**src/rtl/act_loop_ctrl.sv**
```systemverilog
// Activation-fetch loop controller: walks act/row/block/frame/patch/layer through a
// req/ack handshake and reports the position of each pending beat to the PE array.
module act_loop_ctrl #(
  parameter int LEN_W = 5,
  parameter int BLK_W = 6,
  parameter int FRM_W = 4,
  parameter int PAT_W = 8,
  parameter int LAY_W = 5
) (
  input  logic             clk,
  input  logic             rst_n,
  input  logic             start,
  input  logic             abort,
  input  logic [LEN_W-1:0] CFG_LenRow,
  input  logic [LEN_W-1:0] CFG_NumRow,
  input  logic [LEN_W-1:0] CFG_DropRow,
  input  logic [BLK_W-1:0] CFG_NumBlk,
  input  logic [FRM_W-1:0] CFG_NumFrm,
  input  logic [PAT_W-1:0] CFG_NumPat,
  input  logic [LAY_W-1:0] CFG_NumLay,
  output logic             fetch_req,
  input  logic             fetch_ack,
  output logic             frt_row,
  output logic             lst_row,
  output logic             frt_blk,
  output logic             lst_blk,
  output logic             lst_frm,
  output logic             lst_pat,
  output logic             lst_lay,
  output logic             val_psum,
  output logic             fnh_frm,
  output logic             done,
  output logic             busy,
  output logic [BLK_W-1:0] cnt_blk,
  output logic [FRM_W-1:0] cnt_frm,
  output logic [PAT_W-1:0] cnt_pat,
  output logic [LAY_W-1:0] cnt_lay
);

  typedef enum logic [1:0] {IDLE, RUN, FIN} state_e;

  state_e           state_q;
  logic [LEN_W-1:0] len_row_q, num_row_q, drop_row_q;
  logic [BLK_W-1:0] num_blk_q;
  logic [FRM_W-1:0] num_frm_q;
  logic [PAT_W-1:0] num_pat_q;
  logic [LAY_W-1:0] num_lay_q;
  logic [LEN_W-1:0] cnt_act_q, cnt_row_q;
  logic [BLK_W-1:0] cnt_blk_q;
  logic [FRM_W-1:0] cnt_frm_q;
  logic [PAT_W-1:0] cnt_pat_q;
  logic [LAY_W-1:0] cnt_lay_q;
  logic             fnh_frm_q, done_q;
  logic             beat, pat_end;

  assign fetch_req = (state_q == RUN) && !abort;
  assign beat      = fetch_req && fetch_ack;
  assign busy      = (state_q != IDLE);
  assign fnh_frm   = fnh_frm_q;
  assign done      = done_q;
  assign cnt_blk   = cnt_blk_q;
  assign cnt_frm   = cnt_frm_q;
  assign cnt_pat   = cnt_pat_q;
  assign cnt_lay   = cnt_lay_q;

  // Flags describe the pending beat, so they depend only on counters and shadow config.
  assign frt_row  = (cnt_act_q == '0);
  assign lst_row  = (cnt_act_q == len_row_q);
  assign frt_blk  = (cnt_blk_q == '0);
  assign lst_blk  = lst_row && (cnt_row_q == num_row_q);
  assign lst_frm  = lst_blk && (cnt_blk_q == num_blk_q);
  assign lst_pat  = lst_frm && (cnt_frm_q == num_frm_q);
  assign pat_end  = lst_pat && (cnt_pat_q == num_pat_q);
  assign lst_lay  = pat_end && (cnt_lay_q == num_lay_q);
  assign val_psum = (cnt_row_q >= drop_row_q);

  always_ff @(posedge clk or negedge rst_n) begin
    if (!rst_n) begin
      state_q    <= IDLE;
      len_row_q  <= '0;
      num_row_q  <= '0;
      drop_row_q <= '0;
      num_blk_q  <= '0;
      num_frm_q  <= '0;
      num_pat_q  <= '0;
      num_lay_q  <= '0;
      cnt_act_q  <= '0;
      cnt_row_q  <= '0;
      cnt_blk_q  <= '0;
      cnt_frm_q  <= '0;
      cnt_pat_q  <= '0;
      cnt_lay_q  <= '0;
      fnh_frm_q  <= 1'b0;
      done_q     <= 1'b0;
    end else begin
      fnh_frm_q <= 1'b0;
      done_q    <= 1'b0;
      if (abort) begin
        state_q   <= IDLE;
        cnt_act_q <= '0;
        cnt_row_q <= '0;
        cnt_blk_q <= '0;
        cnt_frm_q <= '0;
        cnt_pat_q <= '0;
        cnt_lay_q <= '0;
      end else begin
        case (state_q)
          IDLE: begin
            if (start) begin
              state_q    <= RUN;
              len_row_q  <= CFG_LenRow;
              num_row_q  <= CFG_NumRow;
              drop_row_q <= CFG_DropRow;
              num_blk_q  <= CFG_NumBlk;
              num_frm_q  <= CFG_NumFrm;
              num_pat_q  <= CFG_NumPat;
              num_lay_q  <= CFG_NumLay;
            end
          end
          RUN: begin
            if (beat) begin
              fnh_frm_q <= lst_frm;
              if (lst_lay) begin
                state_q   <= FIN;
                done_q    <= 1'b1;
                cnt_act_q <= '0;
                cnt_row_q <= '0;
                cnt_blk_q <= '0;
                cnt_frm_q <= '0;
                cnt_pat_q <= '0;
                cnt_lay_q <= '0;
              end else begin
                // Each level steps only when everything inside it is at its last value.
                cnt_act_q <= lst_row ? '0 : cnt_act_q + LEN_W'(1);
                if (lst_row) cnt_row_q <= lst_blk ? '0 : cnt_row_q + LEN_W'(1);
                if (lst_blk) cnt_blk_q <= lst_frm ? '0 : cnt_blk_q + BLK_W'(1);
                if (lst_frm) cnt_frm_q <= lst_pat ? '0 : cnt_frm_q + FRM_W'(1);
                if (lst_pat) cnt_pat_q <= pat_end ? '0 : cnt_pat_q + PAT_W'(1);
                if (pat_end) cnt_lay_q <= cnt_lay_q + LAY_W'(1);
              end
            end
          end
          FIN:     state_q <= IDLE;
          default: state_q <= IDLE;
        endcase
      end
    end
  end

endmodule

```
**config.mk**
```make
export PLATFORM = sky130hd
export DESIGN_NAME = act_loop_ctrl
export DESIGN_NICKNAME = d
export VERILOG_FILES = /design/src/rtl/act_loop_ctrl.sv
export SDC_FILE = /design/constraint.sdc
export NUM_CORES = 1
export LEC_CHECK = 0
export BUFFER_PORTS_ARGS = -buffer_cell sky130_fd_sc_hd__buf_2
export CORE_ASPECT_RATIO = 0.75
export CORE_MARGIN = 10
export CORE_UTILIZATION = 56
export DETAILED_ROUTE_END_ITERATION = 8
export PLACE_DENSITY = 0.85
export SETUP_SLACK_MARGIN = 0.02
export SLEW_MARGIN = 20
export SYNTH_ARGS = -nofsm -noshare
export SYNTH_HDL_FRONTEND = slang
export SYNTH_SLANG_ARGS = --single-unit
```
**constraint.sdc**
```tcl
create_clock -name clk -period 2.7 [get_ports clk]
set_input_delay 0.405 -clock clk [delete_from_list [all_inputs] [get_ports clk]]
set_output_delay 0.405 -clock clk [all_outputs]
set_load 0.01 [all_outputs]
```
==> results of run 1 <==
## per-stage QoR
| stage | total power [mW] | setup WS (ns) | hold WS [ns] | utilization, % | setup TNS [ns] |
|---|---|---|---|---|---|
| finish | 2.630 | 0.1392 | 0.2442 | 69.66 | 0 |
| detailed placement | 1.833 | 0.4143 | 0.3209 | 66.38 | 0 |
| global route | 2.779 | -0.01609 | 0.2278 | 69.66 | -0.01609 |
| floorplan | 1.672 | 0.5611 | 0.1094 | - | 0 |
| global placement | 1.802 | 0.4905 | 0.3179 | 66.38 | 0 |
| CTS | 2.637 | 0.08714 | 0.2324 | 69.16 | 0 |
## kinds of logic after synthesis
family	Yosys count
buf+inv	33
flops	75
xor+xnor	35
simple gates	120
mux	36
fa+ha+maj	13
compound gates	73
## final timing paths
check                           slack [ns]  cells past startpoint                        end
worst max-delay path                  0.14                      5                    lst_lay
worst min-delay path                  0.24                      3  drop_row_q[3]$_DFFE_PN0P_
worst max register to register        0.59                      7     cnt_frm[0]$_DFFE_PN0P_
worst min register to register        0.53                      1   num_pat_q[3]$_DFFE_PN0P_
max in group asynchronous             1.58                      3   cnt_row_q[3]$_DFFE_PN0P_
min in group asynchronous             0.47                      2   num_pat_q[2]$_DFFE_PN0P_
## worst max-delay path, delay by kind of cell (launching register included)
family	cells	cell delay [ns]
DFF	1	0.46
and+or+nand+nor	3	0.99
xor gates and xnor gates	1	0.19
buffers and inverters	1	0.16
## area by class of cell
class                      instances  area [um2]
fill                             537        2102
tap                               98       122.6
sequential                        75        1879
inverter                          14       52.55
multi-input combinational        277        2098
timing repair buffer              88       495.5
clock buffer                      11       151.4
clock inverter                     5       27.53
## state kept, by name, indices dropped and copies added (netlist names)
signal and flops:
cnt_blk 6, drop_row_q 5, num_pat_q 8, num_frm_q 4, state_q 2, fnh_frm 1, done 1, cnt_row_q 5
len_row_q 5, cnt_frm 4, num_row_q 5, cnt_pat 8, cnt_lay 5, num_lay_q 5, num_blk_q 6, cnt_act_q 5
## routing by layer
metal | up-vias | wire length [um] | track usage [%]
met4 | 0 | 168 | 6.187
met1 | 1610 | 4484 | 23.38
met3 | 19 | 886 | 6.667
met2 | 173 | 4679 | 29.51
li1 | 1579 | - | -
met5 | - | 0 | 0
## where the power goes
part	leakage, nW	internal [mW]	switching, mW	total [mW]
clock network	0.0949	0.377	0.422	0.799
registers	0.959	1.24	0.0954	1.34
logic	1.14	0.249	0.244	0.493
## layout by cell type, fill, tap and decap left out, types with 10 or more instances in the layout
cell type / netlist / routed
nor2_1: 14 / 13
nand2_1: 16 / 16
mux2_2: 36 / 36
nand3_1: 19 / 19
buf_2: 3 / 77
inv_1: 14 / 14
nand4_1: 11 / 11
and3_1: 10 / 10
o21ai_0: 18 / 18
xor2_1: 13 / 13
dfrtp_1: 75 / 73
nor3_1: 12 / 12
xnor2_1: 22 / 20
a21oi_1: 17 / 17
ha_1: 13 / 13
clkbuf_8: 0 / 11
## timing repair
| item | in CTS | in global routing |
|---|---|---|
| gates resized for setup | 1 | 5 |
| hold endpoints to repair | 13 | 0 |
| pin swaps | 0 | 1 |
| hold buffers | 1 | 0 |
| endpoints found under the setup margin | 1 | 2 |
| setup buffers | 0 | 2 |
==> flow_summary.json, run 1 <==
{
  "htree_levels": 3,
  "crit_type": "flip-flop to output pin",
  "worstReg2RegStart": "cnt_blk[0]$_DFFE_PN0P_",
  "synthesis.nets": 441,
  "first_global_vias": 3455,
  "start_util_pct": 58.78,
  "drv_slew": 0,
  "max_stage_delay_ns": 0.63,
  "drcViolationCount": 0,
  "maxCapViolations": 0,
  "synth_fa_ha_area_share_pct": 3.994,
  "dr.first_iter.drc_count": 314,
  "yosysUniqueCellTypes": 50,
  "synthMuxAreaShare_pct": 9.954,
  "core-area_um2": 6929,
  "min_from": "CFG_DropRow[3]",
  "cts.sink_count": 75,
  "hold_violations": 0,
  "path_max_fanout": 7,
  "period_share_pct": 94.84,
  "design_area_um2": 4827,
  "drive_above_1_share_pct": 32.98,
  "synth_top_family_by_area": "simple AND/OR/NAND/NOR gates",
  "vias_per_cell": 5.952,
  "max_slew_margin_pct": 57.44,
  "crit_path_end_kind": "output pin",
  "rows": 26,
  "overflow": 0,
  "die_h_um": 93.86,
  "grt_max_degree": 63,
  "power.density_nw_per_um2": 544.8,
  "syn_avg_cell_area_um2": 10.58,
  "arrival_ns": 2.16,
  "required_ns": 2.30,
  "final_antenna_net_count": 0,
  "cts_buffers": 9,
  "gp_congestion": 0.8800,
  "hpwlAfterDp_um": 7291,
  "synth-edff-count": 0,
  "drtPass1Iterations": 5,
  "start_kind": "flip-flop",
  "synth_compound_area_share_pct": 11.92,
  "grt_usage_pct": 18.64,
  "synth-simple-area-share_pct": 17.39,
  "clock_path_buffers": 2,
  "final.min_clock_period_ns": 2.561,
  "clkLatencyLatePin_ns": 0.36,
  "io_buffers": 77,
  "synth_top_area_share_pct": 46.08,
  "vias": 3381,
  "synth_area_um2": 4073,
  "final_nets": 521,
  "die_x_um": 118.5,
  "tightest_slew_ns": 0.6317,
  "yosysWarnings": 0,
  "finalSetupViolCount": 0,
  "skew_ns": 0.008228,
  "synthCells": 385,
  "async_reset_ff_share_pct": 100.0,
  "synth_xor_area_share_pct": 7.527,
  "ys.flop_type": "dfrtp_1",
  "synthTopCellsByArea": "dfrtp_1 46%, mux2_2 10%, xnor2_1 4.7%",
  "io_pins": 78,
  "ys_ff_latch": 75,
  "critPathLaunch": "cnt_act_q[3]$_DFFE_PN0P_",
  "clock.fmax_mhz": 390.5,
  "placed_cell_area_um2": 4599,
  "synth_most_common_cell": "dfrtp_1",
  "path_cells": "xnor2_2 > nand3_1 > or4b_4 > nor3_1 > buf_2",
  "final_cells": 568,
  "areaGrowthSynthToFinish_pct": 18.53,
  "run_status": "finished, final reports clean",
  "dieArea_um2": 11120,
  "wl_um": 10220,
  "synth_common_cells": "75 x dfrtp_1, 36 x mux2_2, 22 x xnor2_1, 19 x nand3_1, 18 x o21ai_0",
  "diodes": 0,
  "vdd_drop_max_v": 0.0003392,
  "ys_seq_area_share_pct": 46.08,
  "wl_per_cell_um": 17.99,
  "cp_slowest_cell": "or4b_4",
  "synth_area_leader_cell": "dfrtp_1",
  "antenna_found_initial": 0,
  "hp-class": "input port to flip-flop",
  "cts_tree": "yes",
  "root_buffer": "clkbuf_8",
  "cts.clk_slew.worst_paths_ns": 0.08,
  "leakage_nw": 2.199,
  "dp.cells": 549,
  "grt_pass1_wl_um": 17050
}
(Power assumes the default switching activity.)
==> run 2, diff against run 1 <==
--- a/config.mk
+++ b/config.mk
@@ -7,9 +7,10 @@
 export LEC_CHECK = 0
 export BUFFER_PORTS_ARGS = -buffer_cell sky130_fd_sc_hd__buf_2
 export CORE_ASPECT_RATIO = 0.75
-export CORE_MARGIN = 10
 export CORE_UTILIZATION = 56
+export CTS_CLUSTER_DIAMETER = 200
 export DETAILED_ROUTE_END_ITERATION = 8
+export GPL_TIMING_DRIVEN = 0
 export PLACE_DENSITY = 0.85
 export SETUP_SLACK_MARGIN = 0.02
 export SLEW_MARGIN = 20
==> flow_summary.json, run 2 (synthesis results as in run 1) <==
{
  "whs_ns": 0.2436,
  "first_global_vias": 3498,
  "final_common_cell": "buf_2",
  "run_status": "finished, final reports clean",
  "clock_path_buffers": 2,
  "io_buffers": 76,
  "wl_per_cell_um": 17.59,
  "gp_congestion": 0.9159,
  "dp.cells": 560,
  "final_cell_mix": "79 x buf_2, 70 x dfrtp_1, 36 x mux2_2",
  "vias_per_cell": 6.045,
  "wl_um": 10110,
  "required_ns": 2.30,
  "final.min_clock_period_ns": 2.650,
  "antenna_found_initial": 0,
  "dr.first_iter.drc_count": 248,
  "htree_levels": 3,
  "leakage_nw": 2.217,
  "rows": 26,
  "skew_ns": 0.01138,
  "core-area_um2": 6929,
  "vias": 3476,
  "cts_tree": "yes",
  "diodes": 0,
  "tightest_slew_ns": 0.8002,
  "drcViolationCount": 0,
  "drv_slew": 0,
  "drtPass1Iterations": 5,
  "cts.clk_slew.worst_paths_ns": 0.08,
  "hpwlAfterDp_um": 7145,
  "final_antenna_net_count": 0,
  "die_h_um": 75.86,
  "grt_max_degree": 57,
  "finalSetupViolCount": 0,
  "die_x_um": 100.5,
  "final_cells": 575,
  "crit_type": "flip-flop to output pin",
  "max_slew_margin_pct": 45.90,
  "period_share_pct": 98.14,
  "clkLatencyLatePin_ns": 0.36,
  "start_util_pct": 58.78,
  "power.density_nw_per_um2": 565.0,
  "nFillCells": 544,
  "io_pins": 78,
  "arrival_ns": 2.24,
  "drive_above_1_share_pct": 34.17,
  "root_buffer": "clkbuf_8",
  "cts_buffers": 9,
  "start_kind": "flip-flop",
  "grt_pass1_wl_um": 16510,
  "cts.sink_count": 75,
  "rsz0062_at_grt": "no",
  "final_nets": 528,
  "hp-class": "input port to flip-flop",
  "hold_violations": 0,
  "clock.fmax_mhz": 377.4,
  "grt_usage_pct": 28.78,
  "power_mw": 2.779,
  "areaGrowthSynthToFinish_pct": 20.77,
  "vdd_drop_max_v": 0.0002977,
  "crit_path_end_kind": "output pin",
  "path_max_fanout": 7,
  "overflow": 0,
  "dieArea_um2": 7621,
  "finalSetupTns_ns": 0,
  "maxCapViolations": 0
}
[run 2: power breakdown]
group	switching [mW]	internal, mW	total (mW)	leakage, nW
Clock	0.438	0.478	0.917	0.0978
Combinational	0.255	0.262	0.517	1.16
Sequential	0.102	1.24	1.35	0.954
Total	0.796	1.98	2.78	2.22
[run 2: layer usage]
layer	up-vias	part of all wire, %	global-route usage, %
met1	1662	44	37.54
li1	1604	-	-
met2	178	47	46.88
met3	32	6.6	6.697
met4	0	2.7	12.88
met5	-	0	0
[run 2: repair_timing]
action	4_1_cts	5_1_grt
hold buffers	1	0
hold endpoints to repair	19	0
resized for setup	5	17
endpoints found under the setup margin	2	3
pin swaps	1	2
buffers inserted	1	0
[run 2: per-stage QoR]
stage                     setup WS, ns  cell area (um2)  util, %
after floorplan                 0.5611             4073        -
after global placement          0.2531             4576    66.03
after detailed placement        0.2603             4606    66.47
after CTS                      0.03067             4848    69.97
after global routing         0.0004416             4918    70.98
final                          0.05032             4918    70.98
[run 2: worst max-delay path, cell delays in order, from the launching register on]
cell and delay [ns]:
dfrtp_2 0.47, xnor2_2 0.21, nand3_2 0.14, or4b_1 0.49, buf_2 0.18, nor3_2 0.22
buf_2 0.16
[run 2: final cells by class]
class	count	area, um2	area share, %
clock buffer	11	151.4	3.078
tap	98	122.6	2.493
clock inverter	5	61.31	1.247
inverter	14	52.55	1.068
buffer	16	66.31	1.348
sequential	75	1883	38.29
timing repair buffer	79	427.9	8.700
multi-input combinational	277	2153	43.78
[run 2: worst paths after layout]
kind / from / end / slack [ns] / cells past startpoint
worst max-delay path: cnt_row_q[3]$_DFFE_PN0P_ / lst_lay / 0.05 / 6
worst min-delay path: CFG_DropRow[3] / drop_row_q[3]$_DFFE_PN0P_ / 0.24 / 3
worst max register to register: state_q[1]$_DFFE_PN0P_ / cnt_lay[3]$_DFFE_PN0P_ / 0.34 / 5
worst min register to register: num_blk_q[3]$_DFFE_PN0P_ / num_blk_q[3]$_DFFE_PN0P_ / 0.53 / 1
max in group asynchronous: rst_n / cnt_act_q[2]$_DFFE_PN0P_ / 1.66 / 3
min in group asynchronous: rst_n / num_lay_q[2]$_DFFE_PN0P_ / 0.46 / 2
==> run 3, diff against run 2 <==
--- a/config.mk
+++ b/config.mk
@@ -5,6 +5,7 @@
 export SDC_FILE = /design/constraint.sdc
 export NUM_CORES = 1
 export LEC_CHECK = 0
+export ABC_AREA = 1
 export BUFFER_PORTS_ARGS = -buffer_cell sky130_fd_sc_hd__buf_2
 export CORE_ASPECT_RATIO = 0.75
 export CORE_UTILIZATION = 56
==> constraint.sdc (replaced) <==
create_clock -name clk -period 2.9 [get_ports clk]
set_input_delay 0.435 -clock clk [delete_from_list [all_inputs] [get_ports clk]]
set_output_delay 0.435 -clock clk [all_outputs]
set_load 0.01 [all_outputs]
==> flow_summary.json, run 3 <==
{
  "hpwlAfterDp_um": 6488,
  "maxCapViolations": 0,
  "path_max_fanout": 9,
  "gp_congestion": 0.8367,
  "syn_avg_cell_area_um2": 9.238,
  "period_share_pct": 84.97,
  "run_status": "finished, final reports clean",
  "drcViolationCount": 0,
  "final_antenna_net_count": 0,
  "antenna_found_initial": 0,
  "synth_top_area_share_pct": 46.38,
  "drive_above_1_share_pct": 28.95,
  "required_ns": 2.47,
  "cts_buffers": 9,
  "final_cell_mix": "79 x nand2_1, 79 x buf_2, 75 x dfrtp_1",
  "clock.fmax_mhz": 405.8,
  "die_h_um": 75.62,
  "cts_tree": "yes",
  "diodes": 0,
  "grt_usage_pct": 24.29,
  "synth_area_leader_cell": "dfrtp_1",
  "synth_area_um2": 4046,
  "reg2reg_slack_ns": 1.06,
  "crit_path_end_kind": "output pin",
  "power.density_nw_per_um2": 578.4,
  "ys.flop_type": "dfrtp_1",
  "htree_levels": 3,
  "vias": 3230,
  "grt_pass1_wl_um": 13900,
  "rows": 26,
  "finalSetupTns_ns": 0,
  "final_nets": 583,
  "first_global_vias": 2975,
  "dieArea_um2": 7573,
  "vias_per_cell": 5.127,
  "drtPass1Iterations": 4,
  "max_slew_margin_pct": 63.39,
  "dp.cells": 614,
  "ys_ff_latch": 75,
  "finalSetupViolCount": 0,
  "core-area_um2": 6897,
  "met1_usage_pct": 32.12,
  "arrival_ns": 2.03,
  "yosysUniqueCellTypes": 33,
  "use_met3_pct": 5.963,
  "io_pins": 78,
  "start_kind": "flip-flop",
  "cts.sink_count": 75,
  "cts_setup_buffers": 0,
  "tightest_slew_ns": 0.5491,
  "crit_type": "flip-flop to output pin",
  "skew_ns": 0.005386,
  "met2_usage_pct": 39.80,
  "synthTopCellsByArea": "dfrtp_1 46%, nand2_1 7.3%, mux2_2 6.1%",
  "start_util_pct": 58.67,
  "hold_violations": 0,
  "root_buffer": "clkbuf_8",
  "async_reset_ff_share_pct": 100.0,
  "final_cells": 630,
  "cts_resized": 0,
  "hp-class": "input port to asynchronous set/reset pin",
  "cts.clk_slew.worst_paths_ns": 0.07,
  "rsz0062_at_grt": "no",
  "grt.busiest_layer": "met2",
  "vdd_drop_max_v": 0.0003282,
  "wl_um": 8591,
  "synth_most_common_cell": "nand2_1",
  "drv_slew": 0,
  "ys_seq_area_share_pct": 46.38,
  "overflow": 0,
  "postCtsHoldBufs": 0,
  "clock_path_buffers": 2,
  "synth_common_cells": "79 x nand2_1, 75 x dfrtp_1, 48 x inv_1, 33 x nor2_1, 22 x mux2_2",
  "synth-edff-count": 0,
  "io_buffers": 77,
  "final.min_clock_period_ns": 2.464,
  "areaGrowthSynthToFinish_pct": 17.84,
  "synthCells": 438,
  "leakage_nw": 2.463,
  "yosysWarnings": 0,
  "die_x_um": 100.2,
  "clkLatencyLatePin_ns": 0.34,
  "synthesis.nets": 494,
  "dr.first_iter.drc_count": 126,
  "wl_per_cell_um": 13.64,
  "grt_max_degree": 43
}
==> run 3: changes by cell type after synthesis, moves of 6 or more <==
cell	change
and3_1	-10
clkbuf_1	-12
inv_2	+7
inv_1	+34
nor2_1	+19
mux2_2	-14
o21ai_0	-9
o21ai_1	+13
nand2_4	+6
nor3_1	-8
nand2_1	+63
==> run 3: per-stage QoR <==
step                power [mW]  util [%]  area, um2  setup WS, ns  hold WS [ns]
finish                   2.758     69.14       4768        0.4358       0.07823
CTS                      2.777     69.14       4768        0.4270       0.08634
global placement         1.969     66.04       4554        0.8369        0.4964
global route             2.924     69.14       4768        0.2733        0.1075
detailed placement       2.018     66.36       4577        0.8066        0.4565
floorplan                1.796         -       4046         1.003        0.1394
==> run 3: worst max-delay path, cell delays in order (launching register included) <==
cell     delay [ns]
dfrtp_1        0.48
inv_2          0.06
nand2_1        0.06
nand4_1        0.17
nor2_4         0.17
nand2_4        0.08
nor2_8         0.16
nand4_2        0.25
inv_1          0.12
buf_2          0.13
==> run 3: per-layer routing <==
layer	wire, um	vias up	part of all wire, %
li1	-	1591	-
met1	3905	1537	45
met2	4132	84	48
met3	380	18	4.4
met4	173	0	2.0
met5	0	-	0
==> run 3: worst paths after layout <==
kind | startpoint | endpoint | depth (start not counted)
worst max register to register | cnt_row_q[2]$_DFFE_PN0P_ | state_q[0]$_DFFE_PN0P_ | 9
max in group asynchronous | rst_n | num_pat_q[7]$_DFFE_PN0P_ | 2
worst max-delay path | cnt_row_q[2]$_DFFE_PN0P_ | lst_lay | 9
worst min register to register | drop_row_q[0]$_DFFE_PN0P_ | drop_row_q[0]$_DFFE_PN0P_ | 1
min in group clk | CFG_NumPat[6] | num_pat_q[6]$_DFFE_PN0P_ | 2
worst min-delay path | rst_n | cnt_row_q[1]$_DFFE_PN0P_ | 1
==> run 3: cells by family after synthesis <==
family,count (synthesis),synth area share (%)
compound gates,52,7.050
flops,75,46.38
simple gates,172,21.43
buf+inv,66,6.771
xor+xnor,38,8.225
mux,22,6.123
fa+ha+maj,13,4.020
==> run 3: power breakdown <==
group | internal, mW | total, mW | switching, mW
combinational | 0.303 | 0.654 | 0.351
clock | 0.404 | 0.758 | 0.354
sequential | 1.20 | 1.35 | 0.144
total | 1.91 | 2.76 | 0.848
==> run 3: cell type report <==
type                    count  area [um2]
plain buffers              11       67.56
clock buffers              15       186.4
clock inverters             1       5.005
fillers                   544        2128
inverters                  55       206.4
multi-input cells         297        1896
flip-flops and latches     75        1877
well taps                  98       122.6
repair buffers             78       407.9
